## src/rtl/bcd_countdown_pkg.sv

```systemverilog
// Shared definitions for the two-digit BCD countdown timer.
package bcd_countdown_pkg;

    typedef enum logic [1:0] {
        IDLE   = 2'd0,
        RUN    = 2'd1,
        PAUSED = 2'd2,
        DONE   = 2'd3
    } state_t;

    localparam logic [3:0] BCD_MAX  = 4'd9;
    localparam logic [3:0] BCD_ZERO = 4'd0;

    // Replace any non-BCD digit value with the largest legal digit.
    function automatic logic [3:0] clamp_digit(input logic [3:0] d);
        return (d > BCD_MAX) ? BCD_MAX : d;
    endfunction

endpackage

```

## src/rtl/bcd_down_digit.sv

```systemverilog
// One BCD digit of a down counter, chainable through borrow.
module bcd_down_digit
    import bcd_countdown_pkg::*;
(
    input  logic       clock,
    input  logic       reset_n,
    input  logic       load,
    input  logic [3:0] load_value,
    input  logic       dec,
    input  logic       borrow_in,
    output logic [3:0] digit,
    output logic       borrow_out
);

    // Digit register: load has priority; a decrement from 0 wraps to 9.
    always_ff @(posedge clock or negedge reset_n) begin
        if (!reset_n) begin
            digit <= '0;
        end else if (load) begin
            digit <= load_value;
        end else if (dec && borrow_in) begin
            digit <= (digit == BCD_ZERO) ? BCD_MAX : digit - 4'd1;
        end
    end

    // Borrow into the next digit when this one wraps.
    assign borrow_out = dec && borrow_in && (digit == BCD_ZERO);

endmodule

```

## src/rtl/bcd_countdown.sv

```systemverilog
// Two-digit BCD countdown timer with load/start/pause control and reload.
module bcd_countdown
    import bcd_countdown_pkg::*;
(
    input  logic       clock,
    input  logic       reset_n,
    input  logic       load,
    input  logic [7:0] din,
    input  logic       start,
    input  logic       pause,
    input  logic       tick,
    output logic [7:0] dout,
    output logic       busy,
    output logic       done,
    output logic       done_pulse
);

    state_t     state;
    state_t     state_next;
    logic [7:0] reload;
    logic [7:0] din_clamped;

    logic       digit_load;
    logic [7:0] digit_value;
    logic       dec_en;
    logic       reload_we;
    logic       busy_next;
    logic       done_next;
    logic       pulse_next;

    logic [3:0] units;
    logic [3:0] tens;
    logic       units_borrow;
    logic       underflow;

    assign din_clamped = {clamp_digit(din[7:4]), clamp_digit(din[3:0])};
    assign dout        = {tens, units};

    // A decrement happens only in RUN on a tick with no higher-priority input.
    assign dec_en = (state == RUN) && !load && !pause && !start && tick;

    bcd_down_digit u_units (
        .clock      (clock),
        .reset_n    (reset_n),
        .load       (digit_load),
        .load_value (digit_value[3:0]),
        .dec        (dec_en),
        .borrow_in  (1'b1),
        .digit      (units),
        .borrow_out (units_borrow)
    );

    bcd_down_digit u_tens (
        .clock      (clock),
        .reset_n    (reset_n),
        .load       (digit_load),
        .load_value (digit_value[7:4]),
        .dec        (dec_en),
        .borrow_in  (units_borrow),
        .digit      (tens),
        .borrow_out (underflow)
    );

    // State and registered status outputs.
    always_ff @(posedge clock or negedge reset_n) begin
        if (!reset_n) begin
            state      <= IDLE;
            busy       <= 1'b0;
            done       <= 1'b0;
            done_pulse <= 1'b0;
        end else begin
            state      <= state_next;
            busy       <= busy_next;
            done       <= done_next;
            done_pulse <= pulse_next;
        end
    end

    // Reload register, written only by load.
    always_ff @(posedge clock or negedge reset_n) begin
        if (!reset_n) begin
            reload <= '0;
        end else if (reload_we) begin
            reload <= din_clamped;
        end
    end

    // Next-state selection, priority load > pause > start > tick.
    always_comb begin
        state_next = state;
        if (load) begin
            state_next = IDLE;
        end else begin
            unique case (state)
                IDLE: begin
                    if (!pause && start) begin
                        state_next = (dout != 8'h00) ? RUN : DONE;
                    end
                end
                RUN: begin
                    if (pause) begin
                        state_next = PAUSED;
                    end else if (!start && tick) begin
                        // underflow is a guard only; RUN never holds 00
                        if (dout == 8'h01 || underflow) begin
                            state_next = DONE;
                        end
                    end
                end
                PAUSED: begin
                    if (!pause && start) begin
                        state_next = RUN;
                    end
                end
                DONE: begin
                    if (!pause && start) begin
                        state_next = (reload != 8'h00) ? RUN : DONE;
                    end
                end
                default: state_next = IDLE;
            endcase
        end
    end

    // Datapath controls and next values of the registered outputs.
    always_comb begin
        digit_load  = 1'b0;
        digit_value = din_clamped;
        reload_we   = 1'b0;
        pulse_next  = 1'b0;
        if (load) begin
            digit_load = 1'b1;
            reload_we  = 1'b1;
        end else if (!pause && start && state == DONE) begin
            digit_load  = 1'b1;
            digit_value = reload;
        end
        if (!load && state_next == DONE) begin
            pulse_next = (state == IDLE || state == RUN) ? (state_next != state)
                                                         : (state == DONE && !pause && start);
        end
        busy_next = (state_next == RUN);
        done_next = (state_next == DONE);
    end

endmodule

```

## config.mk

```make
export PLATFORM = sky130hd
export DESIGN_NAME = bcd_countdown
export DESIGN_NICKNAME = d
export VERILOG_FILES = /design/src/rtl/bcd_countdown_pkg.sv /design/src/rtl/bcd_down_digit.sv /design/src/rtl/bcd_countdown.sv
export SDC_FILE = /design/constraint.sdc
export NUM_CORES = 1
export LEC_CHECK = 0
export CAP_MARGIN = 10
export CORE_MARGIN = 2
export CORE_UTILIZATION = 40
export DETAILED_ROUTE_END_ITERATION = 6
export GPL_TIMING_DRIVEN = 0
export PLACE_DENSITY = 0.69
export SYNTH_ARGS = -nofsm -noshare
export SYNTH_HDL_FRONTEND = slang
export SYNTH_SLANG_ARGS = --single-unit
```

## constraint.sdc

```tcl
create_clock -name clock -period 1.8 [get_ports clock]
set_input_delay 0.18 -clock clock [delete_from_list [all_inputs] [get_ports clock]]
set_output_delay 0.18 -clock clock [all_outputs]
set_load 0.005 [all_outputs]
```

==> results.json, run 1 <==
{
  "clkSinkCount": 21,
  "r2r_cells": 5,
  "cts_made_buffers": 3,
  "async_flop_share_pct": 100,
  "grtUsageTotal_pct": 17.2,
  "ir_worst_vdd_mv": 0.470,
  "grt_start_max_net_pins": 22,
  "post-dp-hpwl_microns": 1950,
  "cts_tree": "yes",
  "cp_cell_sequence": "buf_6 > and4bb_4 > nand3_1 > and3_1 > o41a_1",
  "die_y_microns": 58.1,
  "syn_area_sq_um": 1170,
  "post_cts_resized": 0,
  "vias_per_cell": 5.80,
  "dr.pass1.iters": 4,
  "post_cts_buffers": 0,
  "nets": 160,
  "cp_slowest_stage_delay_ns": 0.40,
  "cp_num_buf_inv": 1,
  "core-area_sq_um": 2780,
  "worstMarginPinSlew_ns": 0.975,
  "slew_viol_final": 0,
  "power_density_nw_per_um2": 681,
  "grt_overflow": 0,
  "clock_path_buffers": 2,
  "synth_edf_count": 0,
  "num_antenna_cells": 0,
  "finalCriticalPeriod_ns": 1.72,
  "antenna_found_initial": 0,
  "syn_nets": 132,
  "r2r_end": "u_units.digit[2]",
  "wl_per_cell_microns": 15.1,
  "root_buffer": "clkbuf_4",
  "whs_ns": 0.186,
  "endpoint_kind": "flop",
  "clock_latency_ns": 0.31,
  "crit_type": "reg -> reg",
  "outcome": "finished clean",
  "hold-path-endpoint": "reload[3]",
  "ys_ff_latch": 21,
  "num_vias": 1021,
  "cts-hold-fix-buffers": 0,
  "synth_top_area_share_pct": 44.8,
  "ff2ff_setup_slack_ns": 0.08,
  "htree_levels": 1,
  "grt_setup_unrepaired": "no",
  "netlist_instances": 118,
  "ys_types": 49,
  "crit_required_ns": 2.00,
  "grt_pass1_wl_microns": 4500,
  "startpoint_type": "flop",
  "wl_microns": 2650,
  "holdCritPathClass": "in -> reg",
  "min_from": "load",
  "slowest_stage": "dfrtp_1",
  "die-area_sq_um": 3380,
  "portBuffers": 23,
  "period_share_pct": 95.7,
  "cp_max_fo": 7,
  "yosys.cell_count.top_type": "dfrtp_1",
  "cp_top_family": "simple AND/OR/NAND/NOR gates",
  "io_pins": 25,
  "start_util_pct": 42.2,
  "r2r_start": "state[1]",
  "synth_top_flop_cell": "dfrtp_1",
  "grt_pass1_vias": 1024,
  "critPathArrivalTime_ns": 1.93,
  "gp_congestion": 0.823,
  "finalSetupViolCount": 0,
  "leakage_nw": 0.581,
  "drt_iter0_drc": 13,
  "yosys-top-cells-area": "dfrtp_1 45%, o21ai_0 4.3%, inv_1 2.9%",
  "slew_headroom_pct": 34.8,
  "fin_skew_ns": 0.00396,
  "synth_commonest_cells": "21 x dfrtp_1, 10 x o21ai_0, 9 x inv_1, 8 x nor2_1, 5 x nand2_1",
  "synthToLayoutAreaGrowth_pct": 25.2,
  "drive_above_1_share_pct": 8.97,
  "cts.clk_slew.worst_paths_ns": 0.12,
  "ant_nets": 0,
  "ys.warnings.count": 0,
  "seq_area_frac_synth_pct": 44.8,
  "rows": 19,
  "maxCapViolCount": 0,
  "hold_depth": 2,
  "hold_viol": 0,
  "die_x_microns": 58.1,
  "fill_cells": 272,
  "fin_util_pct": 52.8,
  "postSynthAreaPerCell_sq_um": 9.94,
  "synth_top_area_cell": "dfrtp_1",
  "drc_errors": 0,
  "fmax_mhz": 580
}
-- through the flow --
step | worst slack, ns | instances | total power, W | area, sq um | setup TNS, ns
final | 0.0773 | 176 | 0.00100 | 1470 | 0
after floorplan | 0.243 | 118 | 0.000660 | 1170 | 0
after detailed placement | -0.226 | 172 | 0.000773 | 1440 | -1.36
after global routing | 0.0100 | 176 | 0.00106 | 1470 | 0
after global placement | -0.212 | 172 | 0.000768 | 1440 | -0.953
after CTS | 0.0837 | 176 | 0.00101 | 1470 | 0
-- state kept, by name, summed over array words and instances, names as in the netlist --
register / cells
u_tens.digit: 4
done: 1
u_units.digit: 4
state: 2
reload: 8
done_pulse: 1
busy: 1
-- power by group --
part | internal (W) | switching, W | total [W]
Combinational | 0.000118 | 0.0000951 | 0.000213
Sequential | 0.000511 | 0.0000388 | 0.000550
Clock | 0.0000866 | 0.000151 | 0.000237
Total | 0.000715 | 0.000285 | 0.00100
-- layout make-up --
type	instances	area [sq um]	share of cell area, %
well taps	31	38.8	2.64
repair buffers	23	230	15.7
flip-flops and latches	21	526	35.8
plain buffers	5	33.8	2.30
clock buffers	4	26.3	1.79
multi-input cells	83	579	39.5
inverters	9	33.8	2.30
-- cell usage in the layout (no fill, tap or decap), types with 2 or more instances in the layout --
master and count:
o21a_1 2, nor2b_1 2, clkbuf_1 4, nor2_1 8, nand3b_1 3, nand4_1 2
clkbuf_4 3, a21oi_1 2, a211oi_1 2, nand3_1 2, and3b_1 2, dfrtp_1 21
mux2_2 2, buf_6 2, or3_1 2, a21o_1 2, nand4b_1 2, o21ai_0 10
nor3_1 4, inv_1 9, or4_1 3, clkdlybuf4s50_1 23, nand2_1 5
-- layer usage --
metal | global-route usage, % | wire, microns | vias up
li1 | - | - | 494
met1 | 21.7 | 1220 | 496
met2 | 30.2 | 1270 | 26
met3 | 2.68 | 131 | 5
met4 | 4.98 | 30 | 0
met5 | 0 | 0 | -
-- logic make-up (layout without fill, tap and decap cells) --
family / Yosys count / after routing / share of synthesized area (%)
AO/OA/AOI/OAI: 30 / 30 / 18.0
XOR/XNOR: 2 / 2 / 1.49
buffers and inverters: 14 / 41 / 5.76
flip-flops: 21 / 21 / 44.8
multiplexers: 4 / 4 / 3.74
AND/OR/NAND/NOR: 47 / 47 / 26.2
-- worst max path at each step --
stage                         start          endpoint  depth (start not counted)  slack (ns)
after floorplan            state[1]   u_tens.digit[1]                          5        0.24
after global placement        pause   u_tens.digit[3]                          5       -0.21
after detailed placement      pause   u_tens.digit[3]                          5       -0.23
after CTS                  state[1]   u_tens.digit[1]                          5        0.08
after global routing      reload[2]        done_pulse                          4        0.01
final                      state[1]  u_units.digit[2]                          5        0.08
(Power assumes the default switching activity.)
==> inputs of run 2 (changes only) <==
--- a/config.mk
+++ b/config.mk
@@ -11,6 +11,7 @@
 export DETAILED_ROUTE_END_ITERATION = 6
 export GPL_TIMING_DRIVEN = 0
 export PLACE_DENSITY = 0.69
+export REMOVE_ABC_BUFFERS = 1
 export SYNTH_ARGS = -nofsm -noshare
 export SYNTH_HDL_FRONTEND = slang
 export SYNTH_SLANG_ARGS = --single-unit
==> results.json, run 2 (synthesized netlist as in run 1, its figures left out) <==
{
  "outcome": "finished clean",
  "synthToLayoutAreaGrowth_pct": 23.1,
  "hold_viol": 0,
  "whs_ns": 0.382,
  "cp_max_fo": 8,
  "slew_viol_final": 0,
  "rows": 19,
  "final_cell_mix": "23 x clkdlybuf4s50_1, 19 x dfrtp_1, 10 x o21ai_0",
  "fmax_mhz": 593,
  "cts.clk_slew.worst_paths_ns": 0.12,
  "antenna_found_initial": 0,
  "drt_iter0_drc": 22,
  "post-dp-hpwl_microns": 1880,
  "power_density_nw_per_um2": 682,
  "portBuffers": 24,
  "vias_per_cell": 5.76,
  "ant_nets": 0,
  "regArea_sq_um": 528,
  "grt_pass1_wl_microns": 4360,
  "multiInputGateArea_sq_um": 579,
  "dr.pass1.iters": 4,
  "holdCritPathClass": "in -> async",
  "fin_util_pct": 51.9,
  "start_util_pct": 42.2,
  "maxCapViolCount": 0,
  "gp_congestion": 0.757,
  "leakage_nw": 0.569,
  "finalCriticalPeriod_ns": 1.69,
  "crit_type": "in -> reg",
  "regMostFlops": "reload",
  "fill_cells": 267,
  "grt_pass1_vias": 974,
  "clock_path_buffers": 2,
  "io_pins": 25,
  "worstMarginPinSlew_ns": 0.943,
  "clock_latency_ns": 0.31,
  "htree_levels": 1,
  "top_regs": "reload (8), u_tens.digit (4), u_units.digit (4)",
  "finalSetupViolCount": 0,
  "grt_start_max_net_pins": 28,
  "root_buffer": "clkbuf_4",
  "final_common_cell": "clkdlybuf4s50_1",
  "grtUsageTotal_pct": 16.9,
  "ff2ff_setup_slack_ns": 0.12,
  "cts_tree": "yes",
  "die_x_microns": 58.1,
  "fin_skew_ns": 0.00378,
  "wl_per_cell_microns": 15.0,
  "drive_above_1_share_pct": 10.6,
  "die_y_microns": 58.1,
  "startpoint_type": "input pin",
  "core-area_sq_um": 2780,
  "grt_setup_unrepaired": "no",
  "endpoint_kind": "flop",
  "largest_register_ffs": 8,
  "slew_headroom_pct": 36.9,
  "period_share_pct": 93.7,
  "grt_overflow": 0,
  "num_antenna_cells": 0,
  "critPathArrivalTime_ns": 1.93,
  "nets": 156,
  "die-area_sq_um": 3380,
  "drc_errors": 0,
  "wl_microns": 2580,
  "cts-hold-fix-buffers": 0,
  "cts_made_buffers": 3,
  "clkSinkCount": 21,
  "ir_worst_vdd_mv": 0.413,
  "num_vias": 990,
  "crit_required_ns": 2.05
}
[run 2: changes by cell type in the layout (fill, tap and decap cells not counted)]
cell      previous run  this run
dfrtp_2              0         2
buf_6                2         0
clkinv_2             0         1
clkbuf_1             4         0
dfrtp_1             21        19
clkbuf_2             0         1
[run 2: worst max-delay path, cell delays in order]
cell             delay, ns
clkdlybuf4s50_1       0.53
and4bb_4              0.45
nand3_2               0.17
or4_1                 0.51
nand4_1               0.10
[run 2: layer usage]
layer | up-vias | routed length [microns] | part of all wire [%] | GRT usage (%)
met5 | - | 0 | 0 | 0
met4 | 0 | 42 | 1.6 | 6.98
met3 | 4 | 100 | 3.9 | 3.13
met2 | 21 | 1190 | 46 | 28.7
met1 | 481 | 1250 | 48 | 21.1
li1 | 484 | - | - | -
[run 2: timing repair]
action | in CTS | in global routing
endpoints found under the setup margin | 11 | 3
endpoints found under the hold margin | 0 | 0
setup buffers | 0 | 0
gates resized for setup | 1 | 4
[run 2: path summary, 6_finish.rpt]
check / from / endpoint / cells after the start
max in group asynchronous: reset_n / state[1] / 1
min reg2reg: reload[0] / reload[0] / 1
min in group clock: load / state[1] / 2
min: reset_n / u_units.digit[0] / 1
max: start / u_tens.digit[1] / 5
max reg2reg: state[1] / u_tens.digit[1] / 4
[run 2: area by class of cell]
| class | count | share of cell area, % |
|---|---|---|
| multi-input combinational | 83 | 40.2 |
| inverter | 9 | 2.34 |
| tap | 31 | 2.69 |
| clock buffer | 3 | 1.56 |
| clock inverter | 1 | 0.347 |
| timing repair buffer | 24 | 16.3 |
| sequential | 21 | 36.6 |
[run 2: report_power, final]
group / internal, W / total, W / switching (W)
clock network: 0.0000830 / 0.000227 / 0.000144
registers: 0.000511 / 0.000553 / 0.0000416
logic: 0.000113 / 0.000205 / 0.0000917
[run 2: through the flow]
step	instances	TNS, ns	power [W]	instance area (sq um)	setup slack, ns
after floorplan	113	0	0.000647	1140	0.281
after global placement	168	-5.34	0.000761	1420	-0.641
after detailed placement	168	-5.37	0.000767	1420	-0.629
after CTS	172	0	0.00100	1440	0.103
after global routing	172	0	0.00105	1440	0.000933
final	172	0	0.000984	1440	0.114
